## src/rtl/fifo_burst_drain_arbiter_if.sv

```systemverilog
// Output stream bundle of the burst drain arbiter.
// master drives data/ch/last/valid, slave drives ready.
interface fifo_burst_drain_arbiter_if #(
  parameter int DATA_WIDTH = 32,
  parameter int CH_W       = 1
);
  logic [DATA_WIDTH-1:0] m_data;
  logic [CH_W-1:0]       m_ch;
  logic                  m_last;
  logic                  m_valid;
  logic                  m_ready;

  modport master (
    output m_data, m_ch, m_last, m_valid,
    input  m_ready
  );

  modport slave (
    input  m_data, m_ch, m_last, m_valid,
    output m_ready
  );
endinterface

```

## src/rtl/fifo_burst_drain_arbiter.sv

```systemverilog
// Round-robin burst read scheduler draining N_CH FWFT FIFOs
// into one registered valid/ready stream (ch_* FIFO side, m stream, busy).
module fifo_burst_drain_arbiter #(
  parameter int N_CH       = 2,
  parameter int DATA_WIDTH = 32,
  parameter int ADDR_WIDTH = 10,
  parameter int BURST_LEN  = 16
) (
  input  logic                             clk,
  input  logic                             rst_n,
  input  logic [N_CH-1:0]                  ch_empty,
  input  logic [N_CH*(ADDR_WIDTH+1)-1:0]   ch_level,
  input  logic [N_CH*DATA_WIDTH-1:0]       ch_rd_data,
  output logic [N_CH-1:0]                  ch_rd_en,
  input  logic [N_CH-1:0]                  ch_mask,
  input  logic                             flush,
  fifo_burst_drain_arbiter_if.master       m,
  output logic                             busy
);

  localparam int LW   = ADDR_WIDTH + 1;
  localparam int CH_W = (N_CH > 1) ? $clog2(N_CH) : 1;
  localparam logic [LW-1:0] BL  = LW'(BURST_LEN);
  localparam logic [LW-1:0] ONE = LW'(1);
  localparam logic [CH_W-1:0] TOP = CH_W'(N_CH - 1);

  typedef enum logic {IDLE, BURST} state_t;

  state_t          state, state_nx;
  logic [CH_W-1:0] grant, rr_ptr, pick;
  logic [LW-1:0]   burst_cnt, pick_cnt;
  logic [LW-1:0]   lvl [N_CH];
  logic [N_CH-1:0] elig;
  logic            found, pop, last_pop;

  always_comb begin
    for (int i = 0; i < N_CH; i++) begin
      lvl[i]  = ch_level[i*LW +: LW];
      elig[i] = ch_mask[i] &&
                ((lvl[i] >= BL) ||
                 (flush && (lvl[i] != '0)));
    end
  end

  // Descending scan so the smallest offset from rr_ptr wins.
  always_comb begin
    found = 1'b0;
    pick  = rr_ptr;
    for (int k = N_CH - 1; k >= 0; k--) begin
      if (elig[(int'(rr_ptr) + k) % N_CH]) begin
        found = 1'b1;
        pick  = CH_W'((int'(rr_ptr) + k) % N_CH);
      end
    end
  end

  assign pick_cnt = (lvl[pick] >= BL) ? BL : lvl[pick];

  assign pop = (state == BURST) &&
               !ch_empty[grant] &&
               (!m.m_valid || m.m_ready);
  assign last_pop = pop && (burst_cnt == ONE);
  assign busy = (state == BURST);

  always_comb begin
    ch_rd_en = '0;
    if (pop) ch_rd_en[grant] = 1'b1;
  end

  always_comb begin
    state_nx = state;
    unique case (state)
      IDLE:  if (found) state_nx = BURST;
      BURST: if (last_pop) state_nx = IDLE;
      default: state_nx = IDLE;
    endcase
  end

  always_ff @(posedge clk or negedge rst_n) begin
    if (!rst_n) state <= IDLE;
    else        state <= state_nx;
  end

  always_ff @(posedge clk or negedge rst_n) begin
    if (!rst_n) begin
      grant     <= '0;
      rr_ptr    <= '0;
      burst_cnt <= '0;
    end else begin
      if ((state == IDLE) && found) begin
        grant     <= pick;
        burst_cnt <= pick_cnt;
      end
      if (pop) burst_cnt <= burst_cnt - ONE;
      if (last_pop)
        rr_ptr <= (grant == TOP) ? '0 : grant + 1'b1;
    end
  end

  always_ff @(posedge clk or negedge rst_n) begin
    if (!rst_n) begin
      m.m_data  <= '0;
      m.m_ch    <= '0;
      m.m_last  <= 1'b0;
      m.m_valid <= 1'b0;
    end else if (pop) begin
      m.m_data  <= ch_rd_data[int'(grant)*DATA_WIDTH +: DATA_WIDTH];
      m.m_ch    <= grant;
      m.m_last  <= (burst_cnt == ONE);
      m.m_valid <= 1'b1;
    end else if (m.m_valid && m.m_ready) begin
      m.m_valid <= 1'b0;
    end
  end

endmodule

```

## src/flat_wrapper.sv

```systemverilog
// flat-port wrapper written by rule: the top's interface ports become plain ports
module fifo_burst_drain_arbiter_flat 
#(
  parameter int N_CH       = 2,
  parameter int DATA_WIDTH = 32,
  parameter int ADDR_WIDTH = 10,
  parameter int BURST_LEN  = 16
)
  (clk, rst_n, ch_empty, ch_level, ch_rd_data, ch_rd_en, ch_mask, flush, busy, m_m_data, m_m_ch, m_m_last, m_m_valid, m_m_ready);
  fifo_burst_drain_arbiter_if #(.DATA_WIDTH(DATA_WIDTH), .CH_W(1)) m_i ();
  input  logic clk;
  input  logic rst_n;
  input  logic [N_CH-1:0] ch_empty;
  input  logic [N_CH*(ADDR_WIDTH+1)-1:0] ch_level;
  input  logic [N_CH*DATA_WIDTH-1:0] ch_rd_data;
  output logic [N_CH-1:0] ch_rd_en;
  input  logic [N_CH-1:0] ch_mask;
  input  logic flush;
  output logic busy;
  output wire logic [$bits(m_i.m_data)-1:0] m_m_data;
  output wire logic [$bits(m_i.m_ch)-1:0] m_m_ch;
  output wire logic [$bits(m_i.m_last)-1:0] m_m_last;
  output wire logic [$bits(m_i.m_valid)-1:0] m_m_valid;
  input wire logic [$bits(m_i.m_ready)-1:0] m_m_ready;
  assign m_m_data = m_i.m_data;
  assign m_m_ch = m_i.m_ch;
  assign m_m_last = m_i.m_last;
  assign m_m_valid = m_i.m_valid;
  assign m_i.m_ready = m_m_ready;
  fifo_burst_drain_arbiter #(.N_CH(N_CH), .DATA_WIDTH(DATA_WIDTH), .ADDR_WIDTH(ADDR_WIDTH), .BURST_LEN(BURST_LEN)) u_core (.clk(clk), .rst_n(rst_n), .ch_empty(ch_empty), .ch_level(ch_level), .ch_rd_data(ch_rd_data), .ch_rd_en(ch_rd_en), .ch_mask(ch_mask), .flush(flush), .m(m_i), .busy(busy));
endmodule
```

## config.mk

```make
export PLATFORM = sky130hd
export DESIGN_NAME = fifo_burst_drain_arbiter_flat
export DESIGN_NICKNAME = d
export VERILOG_FILES = /design/src/rtl/fifo_burst_drain_arbiter_if.sv /design/src/rtl/fifo_burst_drain_arbiter.sv /design/src/flat_wrapper.sv
export SDC_FILE = /design/constraint.sdc
export NUM_CORES = 1
export LEC_CHECK = 0
export CORE_MARGIN = 1
export CORE_UTILIZATION = 40
export DETAILED_ROUTE_END_ITERATION = 6
export HOLD_SLACK_MARGIN = 0.06
export PLACE_DENSITY = 0.81
export SYNTH_ARGS = -nofsm -noshare
export SYNTH_HDL_FRONTEND = slang
export SYNTH_SLANG_ARGS = --single-unit
```

## constraint.sdc

```tcl
create_clock -name clk -period 1.9 [get_ports clk]
set_input_delay 0.475 -clock clk [delete_from_list [all_inputs] [get_ports clk]]
set_output_delay 0.475 -clock clk [all_outputs]
set_load 0.01 [all_outputs]
```

Word level (Yosys, flattened, before mapping). Cells that the tools add are included.

Bits of input ports: 94. Bits in registers: 49.

Mux-type cells: 26. Equal/unequal tests: 1. Shift operators: 1. Bitwise gates (word level): 3. Add/subtract/negate cells: 3. Reductions and logical operators: 19. Magnitude comparators: 8.

Operators by type and width (number): $mux 11 (6); $shiftx 64x7->32 (1); $ge 11x5->1 const B (3); $reduce_bool 11->1 (2); $mux 1 (17); $eq 11x1->1 const B (1); $sub 11x1->11 const B (1); $logic_and 1x1->1 (10); $lt 1x2->1 const B (2); $reduce_bool 2->1 (2); $logic_or 1x1->1 (3); $lt 2x3->1 const B (1); $add 1x1->1 const B (2); $ge 2x2->1 const B (1); $logic_not 1->1 (2); $mux 2 (1); $not 1->2 (1); $pmux 1 s2 (1); $and 1x1->1 const A (1); $demux 1 s1 (1); $ge 1x1->1 const B (1); $not 1->1 (1).

Depth between registers and ports, before layout. Gate-level depths: netlist of the first run.

Depth after elaboration: 17. Gate-level depth with buffers: 7. Mapped depth without buffers: 6.

Least setup slack after synthesis of the first run. OpenSTA, ideal clock, no wires.

Path kind: input -> register. From: input port ch_level[6]. To: register u_core.burst_cnt[3]. Arrival time: 1.937 ns. Setup slack: -0.117 ns. Stages on the path: 5. Required time: 1.821 ns. Setup time: 0.079 ns. Cell sequence: or4_4 -> o31ai_2 -> maj3_2 -> mux2_1 -> mux2i_1.

Word-level cells in the longest chain between the ends: 17. Elaborated cells between the ends (all ways): 24. Classes of those cells: order compare (2); mux (15); bitwise (1); reduce/logical (6).

RTL lines: start, declared (RTL line flat_wrapper.sv:14) `input logic [N_CH*(ADDR_WIDTH+1)-1:0] ch_level;`; parallel branches: the longest is 17 deep, another holds $ge 11x5->1; end signal, assigned (RTL line fifo_burst_drain_arbiter.sv:92) `burst_cnt <= pick_cnt;`; end signal, assigned (RTL line fifo_burst_drain_arbiter.sv:94) `if (pop) burst_cnt <= burst_cnt - ONE;`; end, declared (RTL line fifo_burst_drain_arbiter.sv:31) `logic [LW-1:0] burst_cnt, pick_cnt;`.

Several ways; the timed one is not identified. The select of a mux whose other input is x is not followed. A chain may end at the register's enable or synchronous reset.

Worst setup path after layout of the first run.
From: register u_core.grant. To: output port ch_rd_en[1].

Word-level cells in the longest chain between the ends: 6. Elaborated cells between the ends (all ways): 11. Classes of those cells: order compare (2); mux (5); reduce/logical (4).

RTL lines: start, declared (RTL line fifo_burst_drain_arbiter.sv:30) `logic [CH_W-1:0] grant, rr_ptr, pick;`; start signal, assigned (RTL line fifo_burst_drain_arbiter.sv:91) `grant <= pick;`; parallel branches: the longest is 5 deep, another holds $lt 1x2->1; $mux 2 (*) (RTL line fifo_burst_drain_arbiter.sv:67) `if (pop) ch_rd_en[grant] = 1'b1;`; end, declared (RTL line flat_wrapper.sv:16) `output logic [N_CH-1:0] ch_rd_en;`.

Every way passes the cells marked *. The select of a mux whose other input is x is not followed.

==> Implementation_results.wiki, run 1 <==
{| class="wikitable"
! Metric !! Value
|-
| XOR/XNOR share of the synthesized area || 0.006893
|-
| Average detailed-routed wire length per instance || 13.98 microns
|-
| Min cycle time layout || 1890 ps
|-
| Accumulated negative setup slack || 0 ps
|-
| Hpwl dp || 4.973 mm
|-
| Maximum number of pins on one net before global-route repair || 70
|-
| CTS Sinks || 49
|-
| End-of-flow core utilization || 0.7162
|-
| GRT Resource Usage Total || 0.2045
|-
| Critical-path cell list || mux2i_4 -> and3_4 -> and2_4 -> buf_6
|-
| TritonRoute pass-1 iters || 4
|-
| Critical Path AT || 1410 ps
|-
| Number of global-route vias before repair || 2310
|-
| Switching power as a share of total power || 0.3541
|-
| Slowest cell on crit path || dfrtp_2
|-
| Number of placed instances, taps included || 461
|-
| Total number of H-tree levels || 2
|-
| TritonCTS clock tree || done
|-
| Power share of the clock group || 0.142
|-
| Power Dens Cells || 1238 nW/um^2
|-
| Category of the worst setup path launch point || flop
|-
| Worst-case setup margin in the final layout || 10.03 ps
|-
| Yosys top cell by area || dfrtp_1
|-
| Synthesized Nets || 344
|-
| Post-Synthesis Cell Area || 2541 sq um
|-
| Largest cells by area after synthesis || dfrtp_1, mux2i_1, o21ai_1
|-
| Proportion of power drawn by combinational gates || 0.518
|-
| Worst setup slack after placement || -595.3 ps
|-
| Average cell area after synthesis || 10.25 sq um
|-
| Endpoint kind of the worst setup timing path || primary output
|-
| Site Rows || 28
|-
| Power consumption || 5.343 mW
|-
| Reported leakage power || 2.002 nW
|-
| Post-synthesis adder-cell area fraction || 0.01428
|-
| Distinct cells, synth || 44
|-
| Critical-path maximum fanout || 2
|-
| Placer Congestion || 0.8574
|-
| Outcome || finished, final reports clean
|-
| Worst vdd ir || 0.6292 mV
|-
| Slew at the pin closest to its max-slew limit || 492.7 ps
|-
| Number of synthesis warnings || 0
|-
| X dimension of the die || 81.71 microns
|-
| Number of hold-slack violations in the final timing report || 0
|-
| Vias per std cell || 5.019
|-
| Area enclosed by the die boundary || 6676 sq um
|-
| Routed wire length || 6.614 mm
|-
| Core ar. || 6026 sq um
|-
| Unrepaired setup endpoints after global routing || yes
|-
| Period utilisation layout || 0.9947
|-
| Layout Area Growth over Synthesis || 69.82%
|-
| Clock latency on the worst-skew pair || 300 ps
|-
| Number of synthesized register bits || 49
|-
| Type of the worst min-delay path || in -> async
|-
| Fmax || 529.1 MHz
|-
| Overflow after GRT || 0
|-
| Residual DRC || 0
|-
| Number of antenna violations at the first check in global routing || 0
|-
| Max cap viols || 0
|-
| Buffer levels on the longest clock path || 2
|-
| Pint || 3.451 mW
|-
| I/O pin count || 132
|-
| Top Metal Used || met4
|-
| Net switching component of the power || 1.892 mW
|-
| Final setup violation count || 0
|-
| Synth Area in Compound Gates || 0.1477
|-
| Antenna diodes || 0
|-
| Final layout net count || 493
|-
| Rel. slew slack || 0.6715
|-
| Count of nets left with antenna violations after detail routing || 0
|-
| Detailed-routed wire length on met2 || 3.469 mm
|-
| Global-route wire length before repair || 10.29 mm
|-
| Share of the yosys chip area belonging to registers || 0.4825
|-
| Mux contribution to synthesized area || 0.1669
|-
| Family of cells with the greatest summed delay on the critical path || flip-flops
|-
| Reg power frac || 0.340
|-
| Final instance count without filler cells || 473
|-
| Longest individual stage delay on the worst path || 400 ps
|-
| Vias || 2374
|-
| Layout Skew || 6.412 ps
|-
| Dominant combinational cell family by area after synthesis || multiplexers
|-
| Die Ht || 81.71 microns
|-
| Post-synthesis instance total || 248
|-
| Initial Utilization || 0.4217
|-
| IO Port Bufs || 131
|-
| Proportion of layout cells with a drive suffix above 1 || 0.1683
|-
| Reg clk slew, reported paths || 80 ps
|-
| Placed Instance Area || 4058 sq um
|-
| Detailed Route Iter0 Violations || 97
|-
| Number of buffers created by CTS || 5
|-
| Critical path depth || 4
|-
| Fraction of the mapped netlist area in simple logic gates || 0.1516
|-
| Worst Path Required || 1420 ps
|-
| Number of max-slew violations in the final report || 0
|-
| Final standard cell area without fillers || 4315 sq um
|-
| Worst R2R Path Depth || 6
|-
| Total buffers and inverters traversed by the critical path || 1
|-
| Worst slack on hold paths || 134.8 ps
|-
| Clock tree root buffer cell || clkbuf_8
|-
| Wl on met1 || 2.531 mm
|-
| Length of routed met3 wiring || 465 microns
|-
| Setup slack of the most critical reg-to-reg path || 90 ps
|-
| Count of hold buffers inserted by post-cts repair || 0
|-
| Share of Yosys cell area claimed by the top area cell type || 0.4825
|-
| Critical path type || reg -> out
|}
## final timing paths
kind                                    start             endpoint
worst max-delay path             u_core.grant          ch_rd_en[1]
worst min-delay path                    rst_n     u_core.m.m_valid
worst max register to register   u_core.grant  u_core.burst_cnt[7]
worst min register to register  u_core.m.m_ch        u_core.m.m_ch
max in group asynchronous               rst_n         u_core.grant
min in group clk                u_core.m.m_ch        u_core.m.m_ch
## power groups by stage
| stage | Sequential, mW | Clock (mW) | Combinational (mW) |
|---|---|---|---|
| floorplan | 1.95 | 0 | 1.22 |
| global placement | 1.79 | 0 | 2.60 |
| detailed placement | 1.82 | 0 | 2.67 |
| CTS | 1.81 | 0.778 | 2.76 |
| global route | 1.89 | 0.819 | 3.01 |
| finish | 1.82 | 0.756 | 2.77 |
## flip-flops by register name, indices dropped and copies added, names as in the netlist
name / cells
u_core.m.m_data: 32
u_core.burst_cnt: 11
u_core.busy: 1
u_core.grant: 1
u_core.m.m_ch: 1
u_core.m.m_last: 1
u_core.m.m_valid: 1
u_core.rr_ptr: 1
## logic make-up after synthesis
group	Yosys count
AND/OR/NAND/NOR	79
adder cells (fa/ha/maj)	3
multiplexers	41
XOR/XNOR	2
AO/OA/AOI/OAI	57
flip-flops	49
buffers and inverters	17
## what timing repair did
| item | CTS | global route |
|---|---|---|
| pin swaps | 12 | 13 |
| setup buffers | 3 | 1 |
| setup endpoints to repair | 15 | 14 |
| gates resized for setup | 51 | 29 |
| gates cloned | 0 | 0 |
## synth_stat cells, drive strengths merged
library cell / instances
nor4: 4
nand3: 4
clkbuf: 4
a22o: 2
nor3: 3
ha: 2
mux2i: 40
a21oi: 5
o41ai: 2
nand2b: 2
a32oi: 1
mux2: 1
o41a: 1
dfrtp: 49
a222oi: 1
xnor2: 2
o311ai: 1
or4: 1
maj3: 1
nand2: 45
a21boi: 1
nor2: 9
o211a: 1
or3: 3
and2: 2
a31oi: 1
inv: 5
a21o: 2
buf: 8
and3: 4
o31a: 1
nand4b: 1
o21ai: 36
nor3b: 1
o31ai: 1
a211o: 1
## area by class of cell
class	count	area, sq um
Clock buffer	7	86.33
Clock inverter	1	30.03
Fill cell	444	1710
Inverter	5	18.77
Multi-Input combinational cell	182	1366
Sequential cell	49	1227
Tap cell	75	93.84
Timing Repair Buffer	154	1493
## routing by layer
layer	GRT usage	vias up
met3	0.04111	12
met4	0.07719	0
met2	0.3892	90
met5	0	-
met1	0.2205	1090
li1	-	1182
## placed cells by master, fill, tap and decap left out, types with 3 or more instances in the layout
master	instances
clkbuf_2	4
buf_6	7
clkdlybuf4s15_1	4
nor2_1	8
nand2_1	44
a21oi_1	4
inv_1	5
nand3_1	3
clkbuf_8	6
buf_2	3
dlymetal6s2s_1	6
dlygate4sd2_1	10
mux2i_1	39
clkdlybuf4s50_1	102
buf_4	16
dfrtp_1	48
o21ai_1	35
Power figures use the tool's default switching activity.
==> inputs of run 2 (changes only) <==
--- a/config.mk
+++ b/config.mk
@@ -7,7 +7,9 @@
 export LEC_CHECK = 0
 export CORE_MARGIN = 1
 export CORE_UTILIZATION = 40
+export CTS_CLUSTER_DIAMETER = 50
 export DETAILED_ROUTE_END_ITERATION = 6
+export GPL_ROUTABILITY_DRIVEN = 1
 export HOLD_SLACK_MARGIN = 0.06
 export PLACE_DENSITY = 0.81
 export SYNTH_ARGS = -nofsm -noshare
==> results of run 2 <==
Same layout as run 1: the final DEF is identical, and so are final timing and power.
==> inputs of run 3 (changes only) <==
==> constraint.sdc (replaced) <==
create_clock -name clk -period 1.9 [get_ports clk]
set_input_delay 0.475 -clock clk [delete_from_list [all_inputs] [get_ports clk]]
set_output_delay 0.475 -clock clk [all_outputs]
set_load 0.005 [all_outputs]
==> Implementation_results.wiki, run 3 (synthesis gave the netlist of run 1 again) <==
{| class="wikitable"
! Metric !! Value
|-
| Outcome || finished, final reports clean (unchanged)
|-
| Reg power frac || 0.360 (was 0.340)
|-
| Most frequent cells in the layout || clkdlybuf4s50_1, dfrtp_1, nand2_1, mux2i_1, o21ai_1 (unchanged)
|-
| Clock tree root buffer cell || clkbuf_8 (unchanged)
|-
| TritonRoute pass-1 iters || 6 (was 4)
|-
| Total buffers and inverters traversed by the critical path || 1 (unchanged)
|-
| Count of nets left with antenna violations after detail routing || 0 (unchanged)
|-
| Unrepaired setup endpoints after global routing || yes (unchanged)
|-
| X dimension of the die || 81.71 microns (unchanged)
|-
| Proportion of layout cells with a drive suffix above 1 || 0.1683 (about the same)
|-
| Category of the worst setup path launch point || flop (unchanged)
|-
| Residual DRC || 0 (unchanged)
|-
| Worst Path Required || 1420 ps (about the same)
|-
| Layout Area Growth over Synthesis || 68.93% (was 69.82%)
|-
| Final layout net count || 499 (was 493)
|-
| Number of placed instances, taps included || 464 (was 461)
|-
| Filler instances || 480 (was 444)
|-
| Area enclosed by the die boundary || 6676 sq um (unchanged)
|-
| Most common library cell in the layout ignoring fill and taps || clkdlybuf4s50_1 (unchanged)
|-
| Average detailed-routed wire length per instance || 14.24 microns (was 13.98 microns)
|-
| Placer Congestion || 0.8721 (was 0.8574)
|-
| Placed Instance Area || 4080 sq um (was 4058 sq um)
|-
| Site Rows || 28 (unchanged)
|-
| Final setup violation count || 0 (unchanged)
|-
| Family of cells with the greatest summed delay on the critical path || flip-flops (unchanged)
|-
| Accumulated negative setup slack || 0 ps (unchanged)
|-
| Largest reg by FF count || u_core.m.m_data (unchanged)
|-
| Pint || 3.312 mW (was 3.451 mW)
|-
| Slowest cell on crit path || dfrtp_2 (unchanged)
|-
| Number of buffers created by CTS || 5 (unchanged)
|-
| Power share of the clock group || 0.125 (was 0.142)
|-
| Fmax || 529.6 MHz (was 529.1 MHz)
|-
| Critical-path maximum fanout || 2 (unchanged)
|-
| Min cycle time layout || 1888 ps (was 1890 ps)
|-
| IO Port Bufs || 131 (unchanged)
|-
| Vias per std cell || 4.979 (was 5.019)
|-
| Net switching component of the power || 1.751 mW (was 1.892 mW)
|-
| Hpwl dp || 5.235 mm (was 4.973 mm)
|-
| End-of-flow core utilization || 0.7124 (was 0.7162)
|-
| Crit Reg-Reg Startpoint || u_core.grant (unchanged)
|-
| Number of hold-slack violations in the final timing report || 0 (unchanged)
|-
| GRT Resource Usage Total || 0.2089 (was 0.2045)
|-
| Worst vdd ir || 0.5640 mV (was 0.6292 mV)
|-
| Detailed Route Iter0 Violations || 112 (was 97)
|-
| Initial Utilization || 0.4217 (unchanged)
|-
| Global-route wire length before repair || 10.59 mm (was 10.29 mm)
|-
| Count of hold buffers inserted by post-cts repair || 0 (unchanged)
|-
| Clock latency on the worst-skew pair || 300 ps (about the same)
|-
| Endpoint kind of the worst setup timing path || primary output (unchanged)
|-
| Slew at the pin closest to its max-slew limit || 498.5 ps (was 492.7 ps)
|-
| Maximum number of pins on one net before global-route repair || 39 (was 70)
|-
| Vias || 2385 (was 2374)
|-
| Critical Path Source || u_core.grant (unchanged)
|-
| Final instance count without filler cells || 479 (was 473)
|-
| Proportion of power drawn by combinational gates || 0.515 (was 0.518)
|-
| Flip-flop count of the largest register after layout || 32 (unchanged)
|-
| CTS Sinks || 49 (unchanged)
|-
| Critical path type || reg -> out (unchanged)
|-
| Power Dens Cells || 1179 nW/um^2 (was 1238 nW/um^2)
|-
| Total number of H-tree levels || 2 (unchanged)
|-
| Number of max-slew violations in the final report || 0 (unchanged)
|-
| TritonCTS clock tree || done (unchanged)
|-
| I/O pin count || 132 (unchanged)
|-
| Rel. slew slack || 0.6676 (was 0.6715)
|-
| Final standard cell area without fillers || 4293 sq um (was 4315 sq um)
|-
| Longest individual stage delay on the worst path || 410 ps (was 400 ps)
|-
| Critical Path AT || 1410 ps (about the same)
|-
| Period utilisation layout || 0.9937 (was 0.9947)
|-
| Power consumption || 5.063 mW (was 5.343 mW)
|-
| Reg clk slew, reported paths || 90 ps (was 80 ps)
|-
| Overflow after GRT || 0 (unchanged)
|-
| Critical-path cell list || mux2i_4 -> and3_4 -> and2_4 -> buf_6 (unchanged)
|-
| Reported leakage power || 1.988 nW (was 2.002 nW)
|-
| Max cap viols || 0 (unchanged)
|-
| Type of the worst min-delay path || in -> async (unchanged)
|-
| Buffer levels on the longest clock path || 2 (unchanged)
|-
| Die Ht || 81.71 microns (unchanged)
|-
| Switching power as a share of total power || 0.3458 (was 0.3541)
|-
| Routed wire length || 6.819 mm (was 6.614 mm)
|-
| Number of global-route vias before repair || 2357 (was 2310)
|-
| Largest registers || u_core.m.m_data: 32 flops, u_core.burst_cnt: 11 flops (unchanged)
|-
| Antenna diodes || 0 (unchanged)
|-
| Core ar. || 6026 sq um (unchanged)
|-
| Number of antenna violations at the first check in global routing || 0 (unchanged)
|-
| Layout Skew || 3.981 ps (was 6.412 ps)
|}
## run 3: path summary, 6_finish.rpt
check	endpoint	slack, ps	cells past startpoint
min in group clk	u_core.m.m_ch	480	1
max in group asynchronous	u_core.grant	1250	2
hold reg to reg	u_core.m.m_ch	480	1
setup reg to reg	u_core.burst_cnt[7]	60	6
hold / removal	u_core.m.m_valid	130	1
setup / recovery	ch_rd_en[1]	10	4
## run 3: per-stage QoR
stage | setup slack (ps) | hold WS [ps]
after floorplan | -25.24 | 179.4
after CTS | -1.905 | 142.3
after global routing | -30.53 | 163.4
after detailed placement | -558.8 | 467.6
final | 11.93 | 133.1
after global placement | -549.1 | 459.9
## run 3: area by class of cell
| type | count | area, sq um | area share |
|---|---|---|---|
| flip-flops and latches | 49 | 1227 | 0.2859 |
| clock inverters | 2 | 13.76 | 0.003206 |
| inverters | 5 | 18.77 | 0.004372 |
| well taps | 75 | 93.84 | 0.02186 |
| clock buffers | 6 | 82.58 | 0.01924 |
| repair buffers | 160 | 1525 | 0.3553 |
| multi-input cells | 182 | 1331 | 0.3101 |
## run 3: worst register-to-register path, delay by kind of cell, from the launching register on
kind	cells	cell delay (ps)
flip-flops	1	410
buffers and inverters	1	140
multiplexers	1	240
AO/OA/AOI/OAI	2	350
AND/OR/NAND/NOR	2	570
## run 3: layer usage
layer | wire (microns) | GRT usage | share of wire
met5 | 0 | 0 | 0
met3 | 476 | 0.03667 | 0.070
met1 | 2519 | 0.2257 | 0.37
met4 | 71 | 0.06140 | 0.010
met2 | 3751 | 0.4092 | 0.55
## run 3: timing repair
| item | CTS | global route |
|---|---|---|
| cloned | 0 | 0 |
| setup endpoints to repair | 33 | 33 |
| setup buffers | 3 | 5 |
| pin swaps | 10 | 11 |
| gates resized for setup | 45 | 22 |
## run 3: power groups by stage
stage	registers, mW	clock network, mW	logic (mW)
final	1.82	0.634	2.61
after global placement	1.80	0	2.47
after CTS	1.81	0.657	2.59
after detailed placement	1.83	0	2.55
after global routing	1.90	0.690	2.88
after floorplan	1.81	0	1.21
